**src/rtl/vend_pkg.sv**
```systemverilog
// Shared types for the vending controller: FSM states, coin codes and coin values.
package vend_pkg;

    typedef enum logic [1:0] {
        IDLE   = 2'd0,
        VEND   = 2'd1,
        CHANGE = 2'd2
    } state_t;

    localparam logic [1:0] COIN_1   = 2'd0;
    localparam logic [1:0] COIN_2   = 2'd1;
    localparam logic [1:0] COIN_5   = 2'd2;
    localparam logic [1:0] COIN_BAD = 2'd3;

    function automatic logic [2:0] coin_value(input logic [1:0] code);
        case (code)
            COIN_1:  coin_value = 3'd1;
            COIN_2:  coin_value = 3'd2;
            COIN_5:  coin_value = 3'd5;
            default: coin_value = 3'd0;
        endcase
    endfunction

endpackage

```
**src/rtl/vend_coin_ctrl_if.sv**
```systemverilog
// Coin-validator / actuator bundle of the vending controller.
// master = front end + actuators (testbench or board glue), slave = the controller.
interface vend_coin_ctrl_if #(
    parameter int CREDIT_W = 4
);
    logic                coin_valid;
    logic [1:0]          coin_sel;
    logic                cancel;
    logic                busy;
    logic                coin_reject;
    logic                pour;
    logic                ret1;
    logic                ret2;
    logic [CREDIT_W-1:0] credit;
    logic [15:0]         sales_cnt;

    modport master (
        output coin_valid, coin_sel, cancel,
        input  busy, coin_reject, pour, ret1, ret2, credit, sales_cnt
    );

    modport slave (
        input  coin_valid, coin_sel, cancel,
        output busy, coin_reject, pour, ret1, ret2, credit, sales_cnt
    );
endinterface

```
**src/rtl/vend_change_disp.sv**
```systemverilog
// Change dispenser: holds the amount still owed and pays it out one coin per step,
// largest coin first. load_i with step_i pays the first coin of a freshly loaded amount.
module vend_change_disp #(
    parameter int W = 4
) (
    input  logic         clk,
    input  logic         rst,
    input  logic         load_i,
    input  logic         step_i,
    input  logic [W-1:0] amt_i,
    output logic         ret1_o,
    output logic         ret2_o,
    output logic         done_o
);
    logic [W-1:0] rem_q, rem_d, src;
    logic         ret1_q, ret1_d;
    logic         ret2_q, ret2_d;

    always_comb begin
        src    = load_i ? amt_i : rem_q;
        rem_d  = src;
        ret1_d = 1'b0;
        ret2_d = 1'b0;
        if (step_i) begin
            if (src >= W'(2)) begin
                ret2_d = 1'b1;
                rem_d  = src - W'(2);
            end else if (src != '0) begin
                ret1_d = 1'b1;
                rem_d  = src - W'(1);
            end
        end
    end

    always_ff @(posedge clk or posedge rst) begin
        if (rst) begin
            rem_q  <= '0;
            ret1_q <= 1'b0;
            ret2_q <= 1'b0;
        end else begin
            rem_q  <= rem_d;
            ret1_q <= ret1_d;
            ret2_q <= ret2_d;
        end
    end

    assign ret1_o = ret1_q;
    assign ret2_o = ret2_q;
    assign done_o = (rem_q == '0);
endmodule

```
**src/rtl/vend_coin_ctrl.sv**
```systemverilog
// Vending controller: accumulates coins, pours at PRICE, pays change/refunds serially.
// Optional vend counter on sales_cnt when VEND_SALES_CNT_EN is defined.
module vend_coin_ctrl
    import vend_pkg::*;
#(
    parameter int PRICE    = 5,
    parameter int CREDIT_W = 4
) (
    input logic              clk,
    input logic              rst,
    vend_coin_ctrl_if.slave  bus
);
    localparam logic [CREDIT_W:0] PRICE_W = PRICE[CREDIT_W:0];

    state_t              state_q, state_d;
    logic [CREDIT_W-1:0] credit_q, credit_d;
    logic [CREDIT_W:0]   credit_next;
    logic                busy_q, pour_q, pour_d, reject_q, reject_d;
    logic                coin_ok;
    logic                disp_load, disp_step, disp_done;
    logic [CREDIT_W-1:0] disp_amt;
    logic                ret1, ret2;

    assign credit_next = {1'b0, credit_q} + (CREDIT_W+1)'(coin_value(bus.coin_sel));
    assign coin_ok     = bus.coin_valid && (bus.coin_sel != COIN_BAD) && !bus.cancel;

    always_comb begin
        state_d   = state_q;
        credit_d  = credit_q;
        pour_d    = 1'b0;
        disp_load = 1'b0;
        disp_step = 1'b0;
        disp_amt  = '0;
        // Busy states, bad codes and coins racing a cancel are all handed back.
        reject_d  = bus.coin_valid &&
                    ((state_q != IDLE) || (bus.coin_sel == COIN_BAD) || bus.cancel);
        case (state_q)
            IDLE: begin
                if (bus.cancel) begin
                    if (credit_q != '0) begin
                        disp_amt  = credit_q;
                        disp_load = 1'b1;
                        disp_step = 1'b1;
                        credit_d  = '0;
                        state_d   = CHANGE;
                    end
                end else if (coin_ok) begin
                    if (credit_next >= PRICE_W) begin
                        disp_amt  = CREDIT_W'(credit_next - PRICE_W);
                        disp_load = 1'b1;
                        credit_d  = '0;
                        pour_d    = 1'b1;
                        state_d   = VEND;
                    end else begin
                        credit_d = CREDIT_W'(credit_next);
                    end
                end
            end
            VEND: begin
                if (!disp_done) begin
                    disp_step = 1'b1;
                    state_d   = CHANGE;
                end else begin
                    state_d = IDLE;
                end
            end
            CHANGE: begin
                if (!disp_done) begin
                    disp_step = 1'b1;
                end else begin
                    state_d = IDLE;
                end
            end
            default: state_d = IDLE;
        endcase
    end

    always_ff @(posedge clk or posedge rst) begin
        if (rst) begin
            state_q  <= IDLE;
            credit_q <= '0;
            busy_q   <= 1'b0;
            pour_q   <= 1'b0;
            reject_q <= 1'b0;
        end else begin
            state_q  <= state_d;
            credit_q <= credit_d;
            busy_q   <= (state_d != IDLE);
            pour_q   <= pour_d;
            reject_q <= reject_d;
        end
    end

    vend_change_disp #(.W(CREDIT_W)) u_disp (
        .clk    (clk),
        .rst    (rst),
        .load_i (disp_load),
        .step_i (disp_step),
        .amt_i  (disp_amt),
        .ret1_o (ret1),
        .ret2_o (ret2),
        .done_o (disp_done)
    );

`ifdef VEND_SALES_CNT_EN
    logic [15:0] sales_q;

    always_ff @(posedge clk or posedge rst) begin
        if (rst) begin
            sales_q <= '0;
        end else if (pour_d && (sales_q != 16'hFFFF)) begin
            sales_q <= sales_q + 16'd1;
        end
    end

    assign bus.sales_cnt = sales_q;
`else
    assign bus.sales_cnt = '0;
`endif

    assign bus.busy        = busy_q;
    assign bus.pour        = pour_q;
    assign bus.coin_reject = reject_q;
    assign bus.ret1        = ret1;
    assign bus.ret2        = ret2;
    assign bus.credit      = credit_q;
endmodule
```
**src/flat_wrapper.sv**
```systemverilog
// flat-port wrapper written by rule: the top's interface ports become plain ports
module vend_coin_ctrl_flat import vend_pkg::*;
#(
    parameter int PRICE    = 5,
    parameter int CREDIT_W = 4
)
  (clk, rst, bus_coin_valid, bus_coin_sel, bus_cancel, bus_busy, bus_coin_reject, bus_pour, bus_ret1, bus_ret2, bus_credit, bus_sales_cnt);
  vend_coin_ctrl_if #(.CREDIT_W(CREDIT_W)) bus_i ();
  input logic clk;
  input logic rst;
  input wire logic [$bits(bus_i.coin_valid)-1:0] bus_coin_valid;
  input wire logic [$bits(bus_i.coin_sel)-1:0] bus_coin_sel;
  input wire logic [$bits(bus_i.cancel)-1:0] bus_cancel;
  output wire logic [$bits(bus_i.busy)-1:0] bus_busy;
  output wire logic [$bits(bus_i.coin_reject)-1:0] bus_coin_reject;
  output wire logic [$bits(bus_i.pour)-1:0] bus_pour;
  output wire logic [$bits(bus_i.ret1)-1:0] bus_ret1;
  output wire logic [$bits(bus_i.ret2)-1:0] bus_ret2;
  output wire logic [$bits(bus_i.credit)-1:0] bus_credit;
  output wire logic [$bits(bus_i.sales_cnt)-1:0] bus_sales_cnt;
  assign bus_i.coin_valid = bus_coin_valid;
  assign bus_i.coin_sel = bus_coin_sel;
  assign bus_i.cancel = bus_cancel;
  assign bus_busy = bus_i.busy;
  assign bus_coin_reject = bus_i.coin_reject;
  assign bus_pour = bus_i.pour;
  assign bus_ret1 = bus_i.ret1;
  assign bus_ret2 = bus_i.ret2;
  assign bus_credit = bus_i.credit;
  assign bus_sales_cnt = bus_i.sales_cnt;
  vend_coin_ctrl #(.PRICE(PRICE), .CREDIT_W(CREDIT_W)) u_core (.clk(clk), .rst(rst), .bus(bus_i));
endmodule
```
**config.mk**
```make
export PLATFORM = sky130hd
export DESIGN_NAME = vend_coin_ctrl_flat
export DESIGN_NICKNAME = d
export VERILOG_FILES = /design/src/rtl/vend_pkg.sv /design/src/rtl/vend_coin_ctrl_if.sv /design/src/rtl/vend_change_disp.sv /design/src/rtl/vend_coin_ctrl.sv /design/src/flat_wrapper.sv
export SDC_FILE = /design/constraint.sdc
export NUM_CORES = 1
export LEC_CHECK = 0
export ABC_AREA = 0
export CAP_MARGIN = 10
export CORE_ASPECT_RATIO = 1.25
export CORE_MARGIN = 2
export CORE_UTILIZATION = 40
export CTS_CLUSTER_DIAMETER = 200
export CTS_CLUSTER_SIZE = 28
export DETAILED_ROUTE_END_ITERATION = 16
export PLACE_DENSITY = 0.69
export SKIP_LAST_GASP = 1
export SYNTH_ARGS = -nofsm -noshare
export SYNTH_HDL_FRONTEND = slang
export SYNTH_HIERARCHICAL = 1
export SYNTH_SLANG_ARGS = --single-unit
export TNS_END_PERCENT = 5
```
**constraint.sdc**
```tcl
create_clock -name clk -period 3.48 [get_ports clk]
set_input_delay 0.522 -clock clk [delete_from_list [all_inputs] [get_ports clk]]
set_output_delay 0.522 -clock clk [all_outputs]
set_load 0.005 [all_outputs]
```
== Word level (Yosys, flattened, before mapping) ==
Cells that the tools add are included.
Storage, ports and cells
  flip-flop bits (word level): 15
  bits of input ports: 6
  output and inout bits: 25
  word-level logic and storage cells: 73
Cells by class
  add/sub/neg operators: 4
  order comparisons: 2
  equality and inequality tests: 7
  mux-type cells: 36
  reductions and logical operators: 16
Operator list (count)
  $mux 4: 13
  $mux 1: 14
  $mux 2: 6
  $pmux 3 s3: 1
  $reduce_bool 4->1: 2
  $eq 2x2->1 const B: 3
  $pmux 2 s3: 1
  $reduce_bool 2->1: 3
  $add 4x3->5: 1
  $ge 5x3->1 const B: 1
  $eq 2x1->1 const B: 2
  $ge 4x2->1 const B: 1
  $logic_not 2->1: 2
  $logic_not 4->1: 1
  $sub 4x1->4 const B: 1
  $sub 4x2->4 const B: 1
  $sub 4x3->4 const B: 1
  $logic_and 1x1->1: 3
  $reduce_and 3->1: 1
  $logic_or 1x1->1: 2
  $ne 2x1->1 const B: 1
  $ne 2x2->1 const B: 1
  $pmux 1 s2: 1
  $reduce_or 2->1: 1
  $logic_not 1->1: 1

== Logic depth before layout (Yosys ltp) ==
  depth in word-level cells: 13
  gate-level depth with buffers: 16
  depth with buffers taken out: 15

== Modules after synthesis ==
The synthesis kept the hierarchy.
By module, submodules not included
  vend_coin_ctrl: times used 1, cells each 107, area an instance 938.4 um2, sequential area each 225.2 um2
  vend_change_disp: times used 1, cells each 37, area an instance 424.2 um2, sequential area each 150.1 um2

== Worst setup path after synthesis ==
No wires, ideal clock.
  path type: input to register
  start: input bus_coin_sel[0]
  end: register u_core.u_disp.rem_q[0]
  library setup time: 135 ps
  arrival time: 3737 ps
  required time: 3345 ps
  path slack: -392 ps
  cell stages on the path: 16
  path buffers: 1
  cells stage by stage: inv_1 ha_1 fa_1 inv_1 ha_1 nor3_1 o22ai_1 a21oi_1 o21ai_0 buf_6 mux2i_1 inv_1 ha_1 nor4b_2 o2111ai_2 xor2_1
On the way
  word-level cells in the longest chain between the ends: 13
  elaborated cells on any way between the ends: 26
  those cells by class: add/sub (4); order compare (2); eq/ne (3); mux (13); reduce/logical (4)
Ends and longest elaborated chain
  from (decl): line flat_wrapper.sv:12  | input wire logic [$bits(bus_i.coin_sel)-1:0] bus_coin_sel;
  $eq 2x2->1, or another cell as far along: line vend_pkg.sv:16  | case (code)
  $pmux 3 s3: line vend_pkg.sv:16
  $add 4x3->5: line vend_coin_ctrl.sv:24  | assign credit_next = {1'b0, credit_q} + (CREDIT_W+1)'(coin_value(bus.coin_sel));
  $ge 5x3->1: line vend_coin_ctrl.sv:48  | if (credit_next >= PRICE_W) begin
  $mux 1: line vend_coin_ctrl.sv:48
  $mux 1 *: line vend_coin_ctrl.sv:47  | end else if (coin_ok) begin
  $mux 1 *: line vend_coin_ctrl.sv:39  | if (bus.cancel) begin
  $mux 1 *: line vend_coin_ctrl.sv:37  | case (state_q)
  named net u_core.disp_load: line vend_coin_ctrl.sv:20  | logic disp_load, disp_step, disp_done;
  $mux 4 *: line vend_change_disp.sv:20  | src = load_i ? amt_i : rem_q;
  $sub 4x1->4 / $reduce_bool 4->1 (equally long branches): line vend_change_disp.sv:30, vend_change_disp.sv:28
  $mux 4: line vend_change_disp.sv:28  | end else if (src != '0) begin
  $mux 4: line vend_change_disp.sv:25  | if (src >= W'(2)) begin
  $mux 4 *: line vend_change_disp.sv:24  | if (step_i) begin
  named net u_core.u_disp.rem_d[0]: line vend_change_disp.sv:15  | logic [W-1:0] rem_q, rem_d, src;
  to (signal assigned): line vend_change_disp.sv:41  | rem_q <= rem_d;
  to (decl): line vend_change_disp.sv:15
The timed path passes the listed nets; every way through them passes the cells marked *.
A chain may end at the register's enable or synchronous reset.

== Worst setup path in the final report ==
  start: input bus_coin_sel[1]
  end: register u_core.u_disp.rem_q[0]
The elaborated chain is that of the path after synthesis.

==> metrics.md <==
| Metric | Value |
|---|---|
| Slowest cell on crit path | `sky130_fd_sc_hd__fa_1` |
| Clock tree from TritonCTS | `done` |
| Critical-path cell list | `dlygate4sd2_1 -> nor2_2 -> fa_1 -> inv_1 -> ha_2 -> nor3_4 -> o22ai_2 -> a21oi_4 -> o21ai_4 -> mux2i_4 -> inv_2 -> ha_4 -> buf_4 -> nor4_4 -> o2111ai_2 -> xor2_1` |
| Worst-case vdd ir drop | `725.9 uV` |
| Count of state elements after synthesis | `15` |
| Synth Warn # | `6` |
| Cts bufs inserted | `3` |
| Root Buffer Master | `sky130_fd_sc_hd__clkbuf_8` |
| # nets final | `about 210` |
| Final ANT Viol Nets | `0` |
| Setup-violating endpoint count in the final report | `0` |
| Achievable clock frequency | `302.9 MHz` |
| Sequential-to-total area share from yosys stat | `roughly 28%` |
| Clock skew | `~0.0024 ns` |
| Number of antenna violations at the first check in global routing | `0` |
| Avg Inst Size Synth | `9.462 um2` |
| Crit start category | `input port` |
| Final Critical Period | `between 3 and 4 ns` |
| Die Y-Extent | `69.26 um` |
| Data arrival, critical path | `3.43 ns` |
| EDFF count, synth | `0` |
| Worst-case setup slack after placement | `-0.6717 ns` |
| Starting Density | `42.27%` |
| Maximum level of the CTS H-tree | `1` |
| Slew HR | `about 62%` |
| Areal power density over the cells | `946.2 nW/um2` |
| Length of the first detailed-routing pass in iterations | `4` |
| Remaining DRCs | `0` |
| Max Root-Sink Buffers | `2` |
| Wire length of the first global-routing pass | `5671 um` |
| Post-Route WL | `3222 um` |
| Setup TNS | `0 ns` |
| Pleak | `slightly below 0.9 nW` |
| Total of buffers placed on input and output ports | `14` |
| Element type at the critical path end | `flip-flop` |
| Required @ worst endpoint | `approximately 3.6 ns` |
| Number of hold-slack violations in the final timing report | `0` |
| Min setup slack post-route | `0.1782 ns` |
| Routed wire per std cell | `14.01 um` |
| Synth-to-layout area growth | `38.94%` |
| Fraction of synthesis flops using an asynchronous set or reset pin | `between 90% and 100%` |
| Netlist area before placement | `about 1400 um2` |
| Pin count of the biggest net entering global routing | `12` |
| Number of distinct library cell variants in the gate-level netlist after synthesis | `48` |
| Core region area | `3223 um2` |
| Die extent in x | `56.20 um` |
| HPWL reported at the end of detailed placement | `2720 um` |
| CTS clock-pin slew for the worst setup and hold paths | `0.06 ns` |
| Flip-flop cell with the highest count after synthesis | `sky130_fd_sc_hd__dfrtp_1` |
| Overflow after GRT | `0` |
| Placement row count | `23` |
| Clock sink total | `15` |
| Number of global-route vias before repair | `1265` |
| Vias per cell | `5.209` |
| Clock latency reported for the late side of the worst-skew pair | `between 0.2 and 0.3 ns` |
| Via count | `1198` |
| Max-cap violation count | `0` |
| Critical path start-end classification | `input port to flip-flop` |
| Fraction of final layout cells sized beyond drive strength 1 | `32.64%` |
| CP max FO | `3` |
| Met3 wire length | `139 um` |
| Routed length on met1 | `1168 um` |
| Total GRT Usage | `18.39%` |
| Met2 layer wire length in the routed design | `roughly 1800 um` |
| RSZ-0062 raised after global routing | `false` |
| Total inserted antenna cells | `0` |
| Class of the most critical hold timing path | `input port to async pin` |
| Weighted congestion at the end of routability-driven global placement | `just under 0.9` |
| Post-synthesis cell count | `144` |
| DR top layer | `met4` |
| Area of the die | `3892 um2` |
| Violation count after the first detailed-route iteration | `11` |
| Run status | `finished, final reports clean` |
| Period utilisation layout | `94.88%` |
| Final Power | `0.001791 W` |
| Number of ports placed on the die boundary | `31` |
| Final count of pins violating max slew | `0` |
| CP peak stage delay | `0.47 ns` |
| Transition time at the pin with the least slew margin | `0.5671 ns` |
==> worst max-delay path, delay by kind of cell <==
family | cells | cell delay, ns
compound gates | 4 | 0.64
xor+xnor | 1 | 0.19
buf+inv | 4 | 0.54
simple gates | 3 | 0.41
fa+ha+maj | 3 | 0.86
mux | 1 | 0.27
==> flip-flops by register name, summed over array words and instances (netlist names) <==
register / count
u_core/u_disp/ret2_o: 1
u_core/u_disp/ret1_o: 1
u_core/state_q: 2
u_core/bus.busy: 1
u_core/bus.pour: 1
u_core/bus.coin_reject: 1
u_core/u_disp/rem_q: 4
u_core/bus.credit: 4
==> cells in the mapped netlist, drive strengths merged, types with 2 or more instances <==
master,n,area share [%]
xor2,3,1.9
nand2b,4,1.8
clkbuf,2,0.55
nor2,4,1.1
ha,13,12
xnor2,3,1.9
a22o,3,1.9
buf,18,10
mux2i,4,3.9
a32oi,2,1.3
o21a,2,1.1
dfrtp,15,28
o21ai,7,2.6
o211ai,3,1.7
and3,3,1.7
nand3,7,2.9
nor4,2,2.0
nand2,5,1.4
inv,13,3.6
o22ai,2,0.92
o31ai,2,1.1
nor3,2,0.73
a21oi,7,2.6
==> report_power, final <==
group / switching, W / internal (W) / leakage, nW
Clock: 0.0000564 / 0.0000810 / 0.0228
Sequential: 0.0000634 / 0.000249 / 0.197
Combinational: 0.000645 / 0.000696 / 0.659
==> worst paths after layout <==
path | depth (start not counted) | to | slack [ns] | start
max | 16 | u_core/u_disp/rem_q[0] | 0.18 | bus_coin_sel[1]
min | 2 | u_core/u_disp/ret2_o | 0.50 | rst
max in group asynchronous | 2 | u_core/bus.pour | 2.65 | rst
min in group clk | 1 | u_core/bus.credit[2] | 0.64 | u_core/bus.credit[2]
min reg2reg | 1 | u_core/bus.credit[2] | 0.64 | u_core/bus.credit[2]
max reg2reg | 16 | u_core/u_disp/rem_q[0] | 0.20 | u_core/bus.credit[0]
==> cells by family after synthesis <==
logic type      count (synthesis)  synth area share (%)
fa+ha+maj                      14                 13.41
compound gates                 37                 20.57
mux                             4                 3.857
buf+inv                        33                 14.14
flops                          15                 27.55
xor+xnor                        6                 3.857
simple gates                   34                 16.35
other cells                     1                0.2752
==> layout make-up <==
class	count	area (um2)
clock buffer	4	45.04
fill	294	1330
inverter	13	61.31
multi-input combinational	111	954.7
sequential	15	375.4
tap	37	46.29
timing repair buffer	50	410.4
==> cells in the final DEF (no fill, tap or decap), types with 3 or more instances in the layout <==
cell type	synthesis	routed
sky130_fd_sc_hd__o21ai_0	6	4
sky130_fd_sc_hd__nand2_1	5	5
sky130_fd_sc_hd__conb_1	1	16
sky130_fd_sc_hd__nand3_1	6	6
sky130_fd_sc_hd__xor2_1	3	3
sky130_fd_sc_hd__buf_4	16	36
sky130_fd_sc_hd__nor2_1	4	3
sky130_fd_sc_hd__xnor2_1	3	3
sky130_fd_sc_hd__inv_1	13	11
sky130_fd_sc_hd__clkdlybuf4s50_1	0	12
sky130_fd_sc_hd__clkbuf_8	0	3
sky130_fd_sc_hd__o211ai_1	3	3
sky130_fd_sc_hd__ha_1	13	10
sky130_fd_sc_hd__a21oi_1	7	6
sky130_fd_sc_hd__a22o_1	3	3
sky130_fd_sc_hd__dfrtp_1	15	15
sky130_fd_sc_hd__nand2b_1	4	4
==> stage by stage <==
| stage | cells | hold WS, ns | instance area [um2] | utilization, % |
|---|---|---|---|---|
| 4_1_cts | 230 | 0.5062 | 1893 | 58.73 |
| 3_3_place_gp | 224 | 0.6257 | 1793 | 55.63 |
| 2_1_floorplan | 159 | 0.3130 | 1495 | - |
| 5_1_grt | 230 | 0.5297 | 1893 | 58.73 |
| 3_5_place_dp | 224 | 0.6271 | 1793 | 55.63 |
| 6_report | 230 | 0.5048 | 1893 | 58.73 |
==> metal layers <==
layer	global-route usage, %	vias up
met5	0	-
met2	32.94	36
met1	19.06	566
met4	10.85	0
met3	4.291	14
li1	-	582
==> what timing repair did <==
action,in CTS,in global routing
pin swaps,8,2
buffers inserted,2,0
gates resized for setup,16,0
hold endpoints to repair,0,0
gates cloned,0,0
hold buffers,0,0
setup endpoints to repair,6,6
Note: power is estimated with default switching activity, not from simulation.
